**config.mk**
```make
export PLATFORM = sky130hd
export DESIGN_NAME = key_conditioner
export DESIGN_NICKNAME = d
export VERILOG_FILES = /design/src/rtl/key_conditioner.sv
export SDC_FILE = /design/constraint.sdc
export NUM_CORES = 1
export LEC_CHECK = 0
export CAP_MARGIN = 20
export CORE_MARGIN = 1.5
export CORE_UTILIZATION = 56
export CTS_CLUSTER_DIAMETER = 50
export DETAILED_ROUTE_END_ITERATION = 8
export MAX_ROUTING_LAYER = met4
export PLACE_DENSITY = 0.76
export SYNTH_ARGS = -nofsm -noshare
export SYNTH_HDL_FRONTEND = slang
export SYNTH_SLANG_ARGS = --single-unit
```
**constraint.sdc**
```tcl
create_clock -name clk -period 3 [get_ports clk]
set_input_delay 0.45 -clock clk [delete_from_list [all_inputs] [get_ports clk]]
set_output_delay 0.45 -clock clk [all_outputs]
set_load 0.1 [all_outputs]
```
**src/rtl/key_conditioner.sv**
```systemverilog
// key_conditioner: per-key synchroniser, debouncer, edge detector and
// hold/auto-repeat FSM for the active-low KEY push buttons. All outputs are
// registered; every key channel is independent and has identical timing.
module key_conditioner #(
  parameter int NUM_KEYS        = 4,
  parameter int DEBOUNCE_CYCLES = 1_000_000,
  parameter int REPEAT_DELAY    = 25_000_000,
  parameter int REPEAT_PERIOD   = 5_000_000
) (
  input  logic                clk,
  input  logic                rst,
  input  logic [NUM_KEYS-1:0] key_n,
  input  logic [NUM_KEYS-1:0] repeat_en,
  output logic [NUM_KEYS-1:0] key_level,
  output logic [NUM_KEYS-1:0] key_press,
  output logic [NUM_KEYS-1:0] key_release,
  output logic [NUM_KEYS-1:0] key_long
);

  localparam int HMAX = (REPEAT_DELAY > REPEAT_PERIOD) ? REPEAT_DELAY : REPEAT_PERIOD;
  localparam int DW   = $clog2(DEBOUNCE_CYCLES + 1);
  localparam int HW   = $clog2(HMAX + 1);

  localparam logic [DW-1:0] DEB_LAST = DW'(DEBOUNCE_CYCLES - 1);
  localparam logic [HW-1:0] DLY_LAST = HW'(REPEAT_DELAY - 1);
  localparam logic [HW-1:0] PER_LAST = HW'(REPEAT_PERIOD - 1);

  typedef enum logic [1:0] {IDLE, DELAY, REPEAT, LONG} hold_st_e;

  for (genvar k = 0; k < NUM_KEYS; k++) begin : g_key
    logic          s1_q, s2_q;
    logic [DW-1:0] dcnt_q, dcnt_d;
    logic          lvl_q, lvl_d;
    logic          press_q, press_d, rel_q, rel_d, long_q, long_d;
    logic [HW-1:0] hcnt_q, hcnt_d;
    hold_st_e      st_q, st_d;
    logic          disagree, tog, rise, fall, rep_pulse;

    // Two-flop synchroniser; reset loads the released level.
    always_ff @(posedge clk) begin
      if (rst) begin
        s1_q <= 1'b1;
        s2_q <= 1'b1;
      end else begin
        s1_q <= key_n[k];
        s2_q <= s1_q;
      end
    end

    // Debounce: count consecutive samples disagreeing with the accepted level.
    always_comb begin
      disagree = (~s2_q) != lvl_q;
      tog      = disagree && (dcnt_q == DEB_LAST);
      dcnt_d   = (disagree && !tog) ? dcnt_q + 1'b1 : '0;
      lvl_d    = lvl_q ^ tog;
      rise     = tog && !lvl_q;
      fall     = tog && lvl_q;
    end

    // Hold FSM next state: long-hold detection and auto-repeat scheduling.
    always_comb begin
      st_d      = st_q;
      hcnt_d    = hcnt_q;
      long_d    = long_q;
      rep_pulse = 1'b0;
      case (st_q)
        IDLE: begin
          long_d = 1'b0;
          if (rise) begin
            st_d   = DELAY;
            hcnt_d = '0;
          end
        end
        DELAY: begin
          if (hcnt_q == DLY_LAST) begin
            long_d    = 1'b1;
            hcnt_d    = '0;
            rep_pulse = repeat_en[k];
            st_d      = repeat_en[k] ? REPEAT : LONG;
          end else begin
            hcnt_d = hcnt_q + 1'b1;
          end
        end
        REPEAT: begin
          if (!repeat_en[k]) begin
            st_d   = LONG;
            hcnt_d = '0;
          end else if (hcnt_q == PER_LAST) begin
            rep_pulse = 1'b1;
            hcnt_d    = '0;
          end else begin
            hcnt_d = hcnt_q + 1'b1;
          end
        end
        LONG: begin
          if (repeat_en[k]) begin
            st_d   = REPEAT;
            hcnt_d = '0;
          end
        end
        default: st_d = IDLE;
      endcase
      // A release overrides whatever the hold logic wanted this cycle.
      if (fall) begin
        st_d      = IDLE;
        hcnt_d    = '0;
        long_d    = 1'b0;
        rep_pulse = 1'b0;
      end
      press_d = rise | rep_pulse;
      rel_d   = fall;
    end

    // Debounce, FSM and output registers.
    always_ff @(posedge clk) begin
      if (rst) begin
        dcnt_q  <= '0;
        lvl_q   <= 1'b0;
        hcnt_q  <= '0;
        st_q    <= IDLE;
        press_q <= 1'b0;
        rel_q   <= 1'b0;
        long_q  <= 1'b0;
      end else begin
        dcnt_q  <= dcnt_d;
        lvl_q   <= lvl_d;
        hcnt_q  <= hcnt_d;
        st_q    <= st_d;
        press_q <= press_d;
        rel_q   <= rel_d;
        long_q  <= long_d;
      end
    end

    assign key_level[k]   = lvl_q;
    assign key_press[k]   = press_q;
    assign key_release[k] = rel_q;
    assign key_long[k]    = long_q;
  end

endmodule

```
==> impl_results.md <==
- R2r startpoint: g_key[2].dcnt_q[10]$_SDFF_PP0_
- Row count: 49
- Slew Limit Fails: 0
- First-pass GRT wire length: around 38 mm
- CP Launch Point: g_key[2].dcnt_q[10]$_SDFF_PP0_
- Synth Instances: between 1000 and 1500
- Hold path start: g_key[3].s1_q$_SDFF_PP1_
- Syn Std Cell Area: 10510 um^2
- Hold Buf Count CTS: 0
- Final HPWL DP: 14.85 mm
- Final instance area: between 10000 and 15000 um^2
- Clock root buffer: clkbuf_16
- Area Growth Syn to Fin: 15.04%
- Critical Path Fanout Max: 6
- VDD IR max: 485.3 uV
- Syn nets: 1297
- Worst slew pin tran: 0.6996 ns
- Element type at the critical path start: flip-flop
- Reg2reg path depth: 10
- Rel. slew slack: 0.5293
- Fin nets: 1335
- I/O Buffers: 25
- Slack of the critical path: 0.1009 ns
- CTS Sinks: 212
- Synth top area share: 0.4037
- Wire per inst: about 14 um
- Placer Congestion: 0.9013
- Num CTS Buffers: 28
- Syn avg cell area: around 8.4 um^2
- Power Dens Cells: 625.4 nW/um^2
- Initial cell density of the core: 0.5773
- Most common cell after layout, fill and taps aside: dfxtp_1
- Clock latency on the worst-skew pair: 0.53 ns
- Die width: around 140 um
- Worst Path Arrival: 3.36 ns
- Io pins: 26
- Flop and latch count out of synthesis: 212
- Slowest-stage cell, CP: or4_4
- CTS tree: yes
- Initial antenna violation count: 0
- CTS Buffer Depth: 3
- Final antenna-violating net count: 0
- Buf/Inv on CP: 2
- Crit share post-route: 0.9664
- Fillers: roughly 1500
- Tot GR Track Use: 0.2288
- Place WS: -0.01391 ns
- DP Area: 10970 um^2
- Vias per cell: 5.666
- Vias: 8749
- Top cells by area, synth: dfxtp_1 40%, nor2_1 7.1%, xor2_1 6.3%, xnor2_1 4.7%, nand3_1 4.5%
- Sequential share of the synthesized area: 0.4037
- First-pass DRT Iterations: 5
- Final wirelength: 21.48 mm
- Ant diodes: 0
- Fmax: between 300 and 400 MHz
- DIE HEIGHT: around 140 um
- DRC: 0
- Area of the multi-input gates: roughly 5900 um^2
- Worst EP required: 3.46 ns
- Status: finished, final reports clean
- CORE AREA: ~18000 um^2
- Most frequent CP cell: or4_1
- Share of cells above drive strength 1: 0.1194
- Synth Flop Type: dfxtp_1
- Cell Chain, Critical Path: or4_1 > or4_4 > nor2_4 > ha_4 > inv_2 > a22oi_2 > o211ai_1 > buf_4 > or4_1 > nand3_1
- Max_cap viols: 0
- Hold path depth: 1
- Full die area: 19600 um^2
- Min Tclk post-route: 2.899 ns
- Iter 0 DRT Violations: about 450
- Leakage: 4.221 nW
- Max stage delay on crit path: 0.57 ns
- Pwr Total: 7.564 mW
- YS warnings: 0
- Clock Skews: 0.01336 ns
- Largest net degree at the start of global routing: 21
- Hold Slack: between 0.4 and 0.5 ns
- Crit path depth: 10
- Register area: 4250 um^2
- Count of cell types in the netlist: 70
- Post-synth EDFFs: 0
- Clk slew on worst S/H paths: 0.06 ns
- Overflow after GRT: 0
- Setup crit end kind: flip-flop
- Htree depth: 1
- Vias in the first global route: slightly above 8000
- Commonest non-fill, non-tap cells in the layout: 207 x dfxtp_1, 193 x nor2_1, 95 x nand2_1
- Share of flip-flops with an asynchronous set or reset: 0
- # setup viols final: 0
- Worst min path class: reg2reg
- Cell taking the most area after synthesis: dfxtp_1
- Final hold vios: 0
- Crit path max-delay family: simple AND/OR/NAND/NOR gates
- Crit path kind: reg2reg
## flip-flops by register name (all words and copies together), names as in the netlist
signal	cells
g_key.lvl_q	4
g_key.rel_q	4
g_key.dcnt_q	80
g_key.s1_q	4
g_key.long_q	4
g_key.s2_q	4
g_key.press_q	4
g_key.st_q	8
g_key.hcnt_q	100
## through the flow
| stage | std cells | setup TNS, ns | utilization |
|---|---|---|---|
| finish | 1544 | 0 | 0.6642 |
| global route | 1544 | -0.03346 | 0.6642 |
| CTS | 1541 | 0 | 0.6571 |
| detailed placement | 1487 | -0.01391 | 0.6023 |
| global placement | 1487 | 0 | 0.6023 |
| floorplan | 1255 | -0.001605 | - |
## cell usage after synthesis (11+ instances only)
cell type and number:
nor2b_1 14, and3_1 37, nand2_1 95, nand3_1 94
nor2_1 198, or4_1 22, or3_1 14, clkbuf_1 26
a2bb2oi_1 11, or2_2 12, inv_1 46, nor4_1 20
nor3_1 35, dfxtp_1 212, buf_4 17, ha_1 32
nand4_1 44, xor2_1 76, xnor2_1 57, a21oi_1 34
o21ai_0 33
## path summary, 6_finish.rpt
path                                       to  slack (ns)
max reg2reg  g_key[2].hcnt_q[24]$_SDFFE_PP0P_        0.10
max          g_key[2].hcnt_q[24]$_SDFFE_PP0P_        0.10
min reg2reg          g_key[3].s2_q$_SDFF_PP1_        0.41
min                  g_key[3].s2_q$_SDFF_PP1_        0.41
## final cells by class
cell class / instances / share of cell area
Multi-Input combinational cell: 947 / 0.4914
Sequential cell: 212 / 0.3514
Clock buffer: 38 / 0.06694
Timing Repair Buffer: 58 / 0.03786
Tap cell: 229 / 0.02369
Clock inverter: 14 / 0.01438
Inverter: 46 / 0.01428
## timing repair
item,4_1_cts,5_1_grt
gates resized for setup,0,31
setup buffers,2,3
endpoints found under the setup margin,1,53
pin swaps,0,6
## cells by family (layout without fill, tap and decap cells)
kind of cell             after synthesis  after routing  synth area share
multiplexers                           3              3          0.003094
AND/OR/NAND/NOR                      638            638            0.3098
AO/OA/AOI/OAI                        141            141           0.09272
flip-flops                           212            212            0.4037
XOR/XNOR                             133            133            0.1108
buffers and inverters                 96            156           0.04178
adder cells (fa/ha/maj)               32             32           0.03809
## power by group
group | internal, mW | switching, mW | total [mW]
clock network | 2.16 | 1.27 | 3.43
registers | 2.87 | 0.0504 | 2.92
logic | 0.459 | 0.752 | 1.21
## per-layer routing
metal,part of all wire,up-vias,GRT usage
met3,0.040,40,0.03282
met4,0.026,0,0.06648
met5,0,-,-
met1,0.47,4081,0.2916
li1,-,4466,-
met2,0.47,162,0.3794
Power figures use the tool's default switching activity.
